<file path="src/rtl/sram_bus_responder_if.sv">
// CPU-side byte bus between the 65xx core (master) and the SRAM responder (slave).
interface sram_bus_responder_if;
  logic [18:0] bus_addr;
  logic [7:0]  bus_do;
  logic        bus_read;
  logic        bus_write;
  logic [7:0]  bus_di;
  logic        cpu_ready;

  modport master (
    output bus_addr, bus_do, bus_read, bus_write,
    input  bus_di, cpu_ready
  );

  modport slave (
    input  bus_addr, bus_do, bus_read, bus_write,
    output bus_di, cpu_ready
  );
endinterface

</file>
<file path="src/rtl/sram_bus_responder.sv">
// Byte-bus to 16-bit SRAM controller bridge with read-modify-write byte stores and timeout abort.
// Optional single-entry word cache: define SRAM_RESP_WORD_CACHE_EN.
module sram_bus_responder #(
  parameter int unsigned TIMEOUT_CYCLES = 15,
  parameter logic [7:0]  ERR_DATA       = 8'hFF
) (
  input  logic                  CLK0,
  input  logic                  reset_n,
  sram_bus_responder_if.slave   bus,
  output logic [17:0]           sram_address,
  output logic [15:0]           sram_data_write,
  input  logic [15:0]           sram_data_read,
  output logic                  sram_rd,
  output logic                  sram_wr,
  input  logic                  sram_ready,
  output logic                  err
);

  localparam int unsigned TMO_W = 8;

  typedef enum logic [2:0] {
    IDLE, RD_ISSUE, RD_WAIT, WR_ISSUE, WR_WAIT, DONE
  } state_t;

  typedef struct packed {
    logic        write;
    logic [18:0] addr;
    logic [7:0]  data;
  } req_key_t;

  state_t             state;
  req_key_t           key_c;
  req_key_t           key_q;
  logic               strobe_c;
  logic               wait_expired_c;
  logic [TMO_W-1:0]   tmo_cnt;
  logic [7:0]         bus_di_q;

`ifdef SRAM_RESP_WORD_CACHE_EN
  logic               cache_valid;
  logic [17:0]        cache_addr;
  logic [15:0]        cache_data;
  logic               cache_hit_c;

  assign cache_hit_c = cache_valid && (cache_addr == bus.bus_addr[18:1]);
`endif

  function automatic logic [7:0] lane_pick(input logic [15:0] word, input logic lane);
    return lane ? word[15:8] : word[7:0];
  endfunction

  function automatic logic [15:0] lane_merge(input logic [15:0] word, input logic lane,
                                             input logic [7:0] byte_in);
    return lane ? {byte_in, word[7:0]} : {word[15:8], byte_in};
  endfunction

  assign strobe_c       = bus.bus_read | bus.bus_write;
  assign key_c          = {bus.bus_write, bus.bus_addr, bus.bus_do};
  assign wait_expired_c = (tmo_cnt == TMO_W'(TIMEOUT_CYCLES - 1));

  // Stall the CPU from the first strobe cycle until the access reaches DONE.
  assign bus.cpu_ready = !reset_n || (state == DONE) || ((state == IDLE) && !strobe_c);
  assign bus.bus_di    = bus_di_q;

  always_ff @(posedge CLK0) begin
    if (!reset_n) begin
      state           <= IDLE;
      key_q           <= '0;
      bus_di_q        <= '0;
      sram_address    <= '0;
      sram_data_write <= '0;
      sram_rd         <= 1'b0;
      sram_wr         <= 1'b0;
      err             <= 1'b0;
      tmo_cnt         <= '0;
`ifdef SRAM_RESP_WORD_CACHE_EN
      cache_valid     <= 1'b0;
      cache_addr      <= '0;
      cache_data      <= '0;
`endif
    end else begin
      sram_rd <= 1'b0;
      sram_wr <= 1'b0;
      case (state)
        IDLE: begin
          if (strobe_c) begin
            key_q        <= key_c;
            sram_address <= bus.bus_addr[18:1];
`ifdef SRAM_RESP_WORD_CACHE_EN
            if (cache_hit_c && bus.bus_write) begin
              sram_data_write <= lane_merge(cache_data, bus.bus_addr[0], bus.bus_do);
              sram_wr         <= 1'b1;
              state           <= WR_ISSUE;
            end else if (cache_hit_c) begin
              bus_di_q <= lane_pick(cache_data, bus.bus_addr[0]);
              state    <= DONE;
            end else begin
              sram_rd <= 1'b1;
              state   <= RD_ISSUE;
            end
`else
            sram_rd <= 1'b1;
            state   <= RD_ISSUE;
`endif
          end
        end

        RD_ISSUE: begin
          tmo_cnt <= '0;
          state   <= RD_WAIT;
        end

        RD_WAIT: begin
          if (sram_ready) begin
`ifdef SRAM_RESP_WORD_CACHE_EN
            cache_valid <= 1'b1;
            cache_addr  <= sram_address;
            cache_data  <= sram_data_read;
`endif
            // The write flag doubles as the read-modify-write marker.
            if (key_q.write) begin
              sram_data_write <= lane_merge(sram_data_read, key_q.addr[0], key_q.data);
              sram_wr         <= 1'b1;
              state           <= WR_ISSUE;
            end else begin
              bus_di_q <= lane_pick(sram_data_read, key_q.addr[0]);
              state    <= DONE;
            end
          end else if (wait_expired_c) begin
            err <= 1'b1;
            if (!key_q.write) begin
              bus_di_q <= ERR_DATA;
            end
`ifdef SRAM_RESP_WORD_CACHE_EN
            cache_valid <= 1'b0;
`endif
            state <= DONE;
          end else begin
            tmo_cnt <= tmo_cnt + TMO_W'(1);
          end
        end

        WR_ISSUE: begin
          tmo_cnt <= '0;
          state   <= WR_WAIT;
        end

        WR_WAIT: begin
          if (sram_ready) begin
`ifdef SRAM_RESP_WORD_CACHE_EN
            cache_valid <= 1'b1;
            cache_addr  <= sram_address;
            cache_data  <= sram_data_write;
`endif
            state <= DONE;
          end else if (wait_expired_c) begin
            err <= 1'b1;
`ifdef SRAM_RESP_WORD_CACHE_EN
            cache_valid <= 1'b0;
`endif
            state <= DONE;
          end else begin
            tmo_cnt <= tmo_cnt + TMO_W'(1);
          end
        end

        DONE: begin
          // A held identical request stays here; any change re-arms through IDLE.
          if (!strobe_c || (key_c != key_q)) begin
            state <= IDLE;
          end
        end

        default: state <= IDLE;
      endcase
    end
  end

endmodule

</file>
<file path="src/flat_wrapper.sv">
// flat-port wrapper written by rule: the top's interface ports become plain ports
module sram_bus_responder_flat 
#(
  parameter int unsigned TIMEOUT_CYCLES = 15,
  parameter logic [7:0]  ERR_DATA       = 8'hFF
)
  (CLK0, reset_n, sram_address, sram_data_write, sram_data_read, sram_rd, sram_wr, sram_ready, err, bus_bus_addr, bus_bus_do, bus_bus_read, bus_bus_write, bus_bus_di, bus_cpu_ready);
  sram_bus_responder_if bus_i ();
  input  logic CLK0;
  input  logic reset_n;
  output logic [17:0] sram_address;
  output logic [15:0] sram_data_write;
  input  logic [15:0] sram_data_read;
  output logic sram_rd;
  output logic sram_wr;
  input  logic sram_ready;
  output logic err;
  input wire logic [$bits(bus_i.bus_addr)-1:0] bus_bus_addr;
  input wire logic [$bits(bus_i.bus_do)-1:0] bus_bus_do;
  input wire logic [$bits(bus_i.bus_read)-1:0] bus_bus_read;
  input wire logic [$bits(bus_i.bus_write)-1:0] bus_bus_write;
  output wire logic [$bits(bus_i.bus_di)-1:0] bus_bus_di;
  output wire logic [$bits(bus_i.cpu_ready)-1:0] bus_cpu_ready;
  assign bus_i.bus_addr = bus_bus_addr;
  assign bus_i.bus_do = bus_bus_do;
  assign bus_i.bus_read = bus_bus_read;
  assign bus_i.bus_write = bus_bus_write;
  assign bus_bus_di = bus_i.bus_di;
  assign bus_cpu_ready = bus_i.cpu_ready;
  sram_bus_responder #(.TIMEOUT_CYCLES(TIMEOUT_CYCLES), .ERR_DATA(ERR_DATA)) u_core (.CLK0(CLK0), .reset_n(reset_n), .bus(bus_i), .sram_address(sram_address), .sram_data_write(sram_data_write), .sram_data_read(sram_data_read), .sram_rd(sram_rd), .sram_wr(sram_wr), .sram_ready(sram_ready), .err(err));
endmodule
</file>
<file path="config.mk">
export PLATFORM = sky130hd
export DESIGN_NAME = sram_bus_responder_flat
export DESIGN_NICKNAME = d
export VERILOG_FILES = /design/src/rtl/sram_bus_responder_if.sv /design/src/rtl/sram_bus_responder.sv /design/src/flat_wrapper.sv
export SDC_FILE = /design/constraint.sdc
export NUM_CORES = 1
export LEC_CHECK = 0
export ABC_AREA = 1
export BUFFER_PORTS_ARGS = -buffer_cell sky130_fd_sc_hd__buf_2
export CELL_PAD_IN_SITES_DETAIL_PLACEMENT = 1
export CELL_PAD_IN_SITES_GLOBAL_PLACEMENT = 1
export CORE_ASPECT_RATIO = 0.75
export CORE_MARGIN = 3
export CORE_UTILIZATION = 33
export CTS_CLUSTER_DIAMETER = 30
export DETAILED_ROUTE_END_ITERATION = 8
export PLACE_DENSITY_LB_ADDON = 0.1
export SETUP_SLACK_MARGIN = 0.5
export SYNTH_ARGS = -nofsm -noshare
export SYNTH_HDL_FRONTEND = slang
export SYNTH_SLANG_ARGS = --single-unit
</file>
<file path="constraint.sdc">
create_clock -name CLK0 -period 1.2 [get_ports CLK0]
set_input_delay 0.18 -clock CLK0 [delete_from_list [all_inputs] [get_ports CLK0]]
set_output_delay 0.18 -clock CLK0 [all_outputs]
set_load 0.01 [all_outputs]
</file>
==> Word level (Yosys, flattened, before mapping) <==
Cells that the tools add are included.
{ "totals": {"out_inout_bits": 46, "mem_count": 0, "in_bits": 48, "wordCells": 63, "ramBits": 0, "latchBits": 0, "mem_bits_ro": 0, "regBits": 84} }
{ "classes": {"eq_ne": 11, "n_bitwise": 3, "muxes": 18, "addsub": 1, "multipliers": 0, "reduce_logical": 19, "n_lt_le_gt_ge": 0, "shift": 0, "n_div": 0} }
{ "op_table": {"columns": ["op", "n"], "rows": [
  ["2-to-1 mux 8 bit", 7],
  ["!= test 28 bit", 1],
  ["2-to-1 mux 3 bit", 6],
  ["one-hot mux 3 bit (6 select lines)", 1],
  ["2-to-1 mux 16 bit", 1],
  ["one-hot mux 8 bit (2 select lines)", 1],
  ["AND reduction 3 bit", 5],
  ["adder 8 x 1 -> 8 bit, second input constant", 1],
  ["== test 8 x 4 -> 1 bit, second input constant", 1],
  ["== test 3 x 2 -> 1 bit, second input constant", 2],
  ["== test 3 bit, second input constant", 2],
  ["!= test 2 bit, second input constant", 3],
  ["AND reduction 2 bit", 3],
  ["nonzero test 2 bit", 2],
  ["OR reduction 2 bit", 2],
  ["== test 3 x 1 -> 1 bit, second input constant", 1],
  ["zero test 3 bit", 1],
  ["logical OR 1 bit", 3],
  ["zero test 1 bit", 2],
  ["2-to-1 mux 1 bit", 2],
  ["!= test 2 x 1 -> 1 bit, second input constant", 1],
  ["inverter 1 bit", 2],
  ["logical AND 1 bit", 1],
  ["OR 1 bit", 1]
]} }

==> Logic depth before layout (Yosys ltp) <==
{ "depth": {"word_depth": 5, "mapped_depth": 11} }

==> Worst setup path after synthesis <==
No wires, ideal clock.
{ "synth_timing": {"kind": "register -> register", "startpoint": "reg u_core.tmo_cnt[0]", "endpoint": "reg u_core.bus_di_q[0] (netlist: u_core.bus.bus_di[0])", "path_stages_with_launch": 9, "arrival_ns": 1.152, "synth_period_minus_slack_ns": 1.284, "setup_time_ns": 0.132, "setup_slack_ns": -0.084, "n_path_buf": 1, "path_cell_list": "dfxtp_1 inv_1 ha_1 nand4_2 nand2_1 buf_4 nand2_2 nand2_1 a21oi_1"} }
{ "synth_between": {"elab_chain_len": 3} }
{ "synth_lines": {"columns": ["element", "line", "source"], "rows": [
  ["from (decl)", "sram_bus_responder.sv:36", "logic [TMO_W-1:0] tmo_cnt;"],
  ["from (signal assigned)", "sram_bus_responder.sv:139", "tmo_cnt <= tmo_cnt + TMO_W'(1);"],
  ["from (signal assigned)", "sram_bus_responder.sv:163", "tmo_cnt <= tmo_cnt + TMO_W'(1);"],
  ["== test 8 x 4 -> 1 bit", "sram_bus_responder.sv:59", "assign wait_expired_c = (tmo_cnt == TMO_W'(TIMEOUT_CYCLES - 1));"],
  ["nonzero test 2 bit (no line)", null, null],
  ["AND reduction 3 bit (no line)", null, null],
  ["to (signal assigned)", "sram_bus_responder.sv:126", "bus_di_q <= lane_pick(sram_data_read, key_q.addr[0]);"],
  ["to (decl)", "sram_bus_responder.sv:37", "logic [7:0] bus_di_q;"]
]} }
No other way between the ends.
A chain may end at the register's enable or synchronous reset.

==> Final worst setup path <==
{ "layout_timing": {"startpoint": "reg u_core.state[1]", "endpoint": "reg u_core.bus_di_q[4] (netlist: u_core.bus.bus_di[4])"} }
{ "layout_between": {"elab_chain_len": 2} }
{ "layout_lines": {"columns": ["element", "line", "source"], "rows": [
  ["from (decl)", "sram_bus_responder.sv:31", "state_t state;"],
  ["from (signal assigned)", "sram_bus_responder.sv:67", "state <= IDLE;"],
  ["from (signal assigned)", "sram_bus_responder.sv:103", "state <= RD_ISSUE;"],
  ["from (signal assigned)", "sram_bus_responder.sv:110", "state <= RD_WAIT;"],
  ["== test 3 x 2 -> 1 bit", "sram_bus_responder.sv:84", "case (state)"],
  ["AND reduction 3 bit (no line)", null, null]
]} }
No other way between the ends.

==> impl_results.md <==
- Run status: finished, violations left
- Violations in the final reports: setup timing
- Pin count of the biggest net entering global routing: 25
- RSZ-0062 raised after global routing: yes
- CP cell instances: inv_4, buf_6, nor2_4, nand2_4, buf_6, nor2_4, buf_12, nand2_8, nand2_2, a21oi_2
- Flip-flop and latch area: roughly 1400 sq um
- Critical Path Start Type: register
- Vias/cell: between 4 and 5
- Hold Startpoint: bus_bus_addr[14]
- Quantity of hold-fixing buffers added after cts: 0
- Final worst slack: -0.406 ns
- Yosys reg bits: 66
- CP peak stage delay: between 0.3 and 0.4 ns
- Proportion of layout cells with a drive suffix above 1: 56.6%
- Number of antenna diodes: 0
- Wire per inst: roughly 18 um
- Global-route congestion overflow total: 0
- Post-CTS clock slew at the launch and capture registers of the worst setup and hold paths: 0.06 ns
- DP Area: 4520 sq um
- Maximum vdd ir drop: around 800 uV
- Time the final worst path needs with I/O delays and setup: ~1.6 ns
- CORE AREA: just over 10,000 sq um
- Gate Count Post-Synth: approximately 540
- Starting density of the core: between 30% and 40%
- Sequential share of the synthesized area: a little under two fifths
- Number of global-route vias before repair: 4,442
- Wirelength, routed: 15,700 um
- Post-route worst hold slack: 0.106 ns
- Routed via count: between 4,000 and 5,000
- I/O pin count: 94
- Number of nets still failing antenna checks after routing: 0
- Net switching power figure: 3.64 mW
- Number of H-tree levels: 3
- Die height: ~96 um
- Half-perimeter wire length after detailed placement: 8530 um
- Final count of negative-setup-slack endpoints: 67
- Maximum clock path buffer count: 2
- GRT Total Usage: around a quarter
- Leakage power summed over all cells: slightly below 3 nW
- Area of combinational cells with multiple inputs: roughly 2200 sq um
- Share of synthesized flip-flops with an asynchronous set or reset: 0%
- First-pass GRT wire length: approximately 22,000 um
- Reg power frac: ~28%
- Setup clock skew after layout: 0.00620 ns
- Fraction of power spent switching nets: a little over a third
- Reg-to-reg endpoint: u_core.bus.bus_di[4]$_SDFFE_PN0P_
- Final period utilization: 134%
- Final routed DRC violation total: 0
- Peak clock frequency supported by timing: a little over 0.6 GHz
- # fillers: around 1,200
- Detailed Routing Iterations Pass 1: 4
- Die ar.: roughly 12,000 sq um
- Share of total power in the clock network: around 26%
- Register-to-Register Setup Slack: -0.41 ns
- Endpoint, Worst Hold: u_core.sram_address[13]$_SDFFE_PN0P_
- Worst-margin pin slew: slightly below 0.4 ns
- TritonCTS clock tree: done
- Final weighted congestion of routability-driven global placement: between 0.7 and 0.8
- Critical-path cell with the highest stage delay: dfxtp_2
- Critical path arrival: 1.82 ns
- Horizontal die dimension: 126 um
- Number of cells on the worst hold path: 3
- Synthesis warning total: 0
- Number of sinks handled by clock tree synthesis: between 60 and 70
- Combinational fraction of design power: 46.2%
- Finished layout cell area: 6470 sq um
- Required time of the critical path: between 1 and 1.5 ns
- Number of CTS-inserted buffers: 9
- Cell-internal power: between 6 and 7 mW
- Clock latency reported for the late side of the worst-skew pair: 0.33 ns
- Synth-to-layout area growth: 82.8%
- Post-synth EDFFs: 0
- Number of nets at the end of the flow: just under 800
- Total nets after synthesis: 586
- Number of max-slew violations in the final report: 0
- Capturing element type of the critical path: register
- Average cell area after synthesis: ~6.6 sq um
- Cell area after synthesis: 3540 sq um
- Min-Delay Path Class: in2reg
- Number of antenna violations at the first check in global routing: 0
- Number of buffers inserted by port buffering: between 90 and 100
- Count of maximum capacitance violations: 0
- Worst-path maximum fanout: 8
- Hold violation count in the final report: 0
- Count of routing violations after the opening detailed-route iteration: ~210
- Pwr dens: around 1600 nW/um^2
- Post-synth cell types: 32
- Root Buffer Master: clkbuf_16
- Worst slew margin: about three quarters
- Kind of critical path: reg2reg
- FF-to-FF Start: u_core.state[1]$_SDFFE_PN0P_
- Rows: 32
- Number of cells on the worst reg-to-reg path: 10
- Leading register cell type out of synthesis: dfxtp_1
[synthesized netlist by cell type (5+ instances only)]
library cell	n	area, sq um
nand3_1	23	115
nor2_1	39	146
a21oi_1	46	230
dfxtp_1	66	1320
nand2_1	154	578
buf_4	20	150
o21ai_0	34	170
o21ai_1	17	85.1
buf_2	5	25.0
inv_1	64	240
a31oi_1	16	100
clkbuf_1	11	41.3
inv_2	6	22.5
[layer usage]
metal | wire (um) | vias to the layer above | GRT usage, %
met5 | 0 | - | 0
met2 | 7980 | 88 | 43.4
li1 | - | 2068 | -
met3 | 567 | 23 | 4.44
met4 | 279 | 0 | 5.96
met1 | 6890 | 2111 | 28.5
[sequential cells by signal, summed over array words and instances (netlist names)]
signal and count:
u_core.sram_rd 1, u_core.key_q 10, u_core.bus.bus_di 8, u_core.err 1, u_core.sram_data_write 16, u_core.sram_wr 1, u_core.tmo_cnt 8, u_core.state 3
u_core.sram_address 18
[cells in the final DEF (no fill, tap or decap), types with 8 or more instances in the layout]
master and count:
clkbuf_16 9, dfxtp_2 39, buf_6 76, o21ai_1 11, buf_4 71, o21ai_0 8, nor2_2 10, o21ai_4 11
buf_2 49, buf_12 9, inv_1 58, inv_2 9, a21oi_2 32, o21ai_2 21, dfxtp_1 13, a31oi_1 15
nand2_2 15, dfxtp_4 14, nand2_1 134, nand3_1 22, nor2_1 26, a21oi_1 13
[repair_timing]
| action | CTS | global route |
|---|---|---|
| gates resized for setup | 196 | 75 |
| endpoints found under the setup margin | 112 | 112 |
| pin swaps | 16 | 35 |
| gates cloned | 10 | 0 |
| setup buffers | 49 | 14 |
[how the worst max path moves through the flow]
| stage | from | depth (start not counted) | to |
|---|---|---|---|
| 2_1_floorplan | u_core.tmo_cnt[0]$_SDFFE_PN0P_ | 8 | u_core.state[1]$_SDFFE_PN0P_ |
| 5_1_grt | u_core.state[1]$_SDFFE_PN0P_ | 11 | u_core.tmo_cnt[1]$_SDFFE_PN0P_ |
| 4_1_cts | u_core.state[0]$_SDFFE_PN0P_ | 7 | bus_cpu_ready |
| 3_5_place_dp | bus_bus_write | 7 | u_core.sram_address[5]$_SDFFE_PN0P_ |
| 6_report | u_core.state[1]$_SDFFE_PN0P_ | 10 | u_core.bus.bus_di[4]$_SDFFE_PN0P_ |
| 3_3_place_gp | bus_bus_write | 7 | u_core.key_q[0]$_SDFFE_PN0P_ |
[logic make-up after synthesis]
kind of cell	synth area share (%)
flops	37.3
fa+ha+maj	0.707
buf+inv	15.1
compound gates	17.4
xor+xnor	1.48
simple gates	28.0
[layout make-up]
class / count / area share (%)
clock inverters: 3 / 0.619
inverters: 72 / 4.49
well taps: 136 / 2.63
flip-flops and latches: 66 / 22.0
repair buffers: 215 / 31.7
multi-input cells: 358 / 34.8
clock buffers: 12 / 3.81
[through the flow]
| stage | total power [mW] | setup slack [ns] | TNS [ns] | instances | utilization (%) |
|---|---|---|---|---|---|
| floorplan | 4.57 | 0.0474 | 0 | 536 | - |
| global placement | 5.27 | -0.0838 | -2.41 | 774 | 43.6 |
| detailed placement | 5.37 | -0.159 | -5.18 | 774 | 43.6 |
| CTS | 9.60 | -0.339 | -12.64 | 848 | 58.5 |
| global route | 10.8 | -0.466 | -22.08 | 862 | 62.4 |
| finish | 10.3 | -0.406 | -17.28 | 862 | 62.4 |
[power by group through the flow]
stage	Clock (mW)	Sequential, mW	Combinational [mW]
6_report	2.64	2.89	4.74
5_1_grt	2.77	2.93	5.07
4_1_cts	2.66	2.82	4.12
3_5_place_dp	0	2.77	2.60
3_3_place_gp	0	2.76	2.52
2_1_floorplan	0	2.76	1.81
[critical path, delay by kind of cell (launching register included)]
kind / cells / cell delay [ns]
buffers and inverters: 4 / 0.46
and+or+nand+nor: 5 / 0.59
DFF: 1 / 0.37
AOI/OAI and AO/OA: 1 / 0.05
No activity file was read; power rests on OpenSTA's default activity.
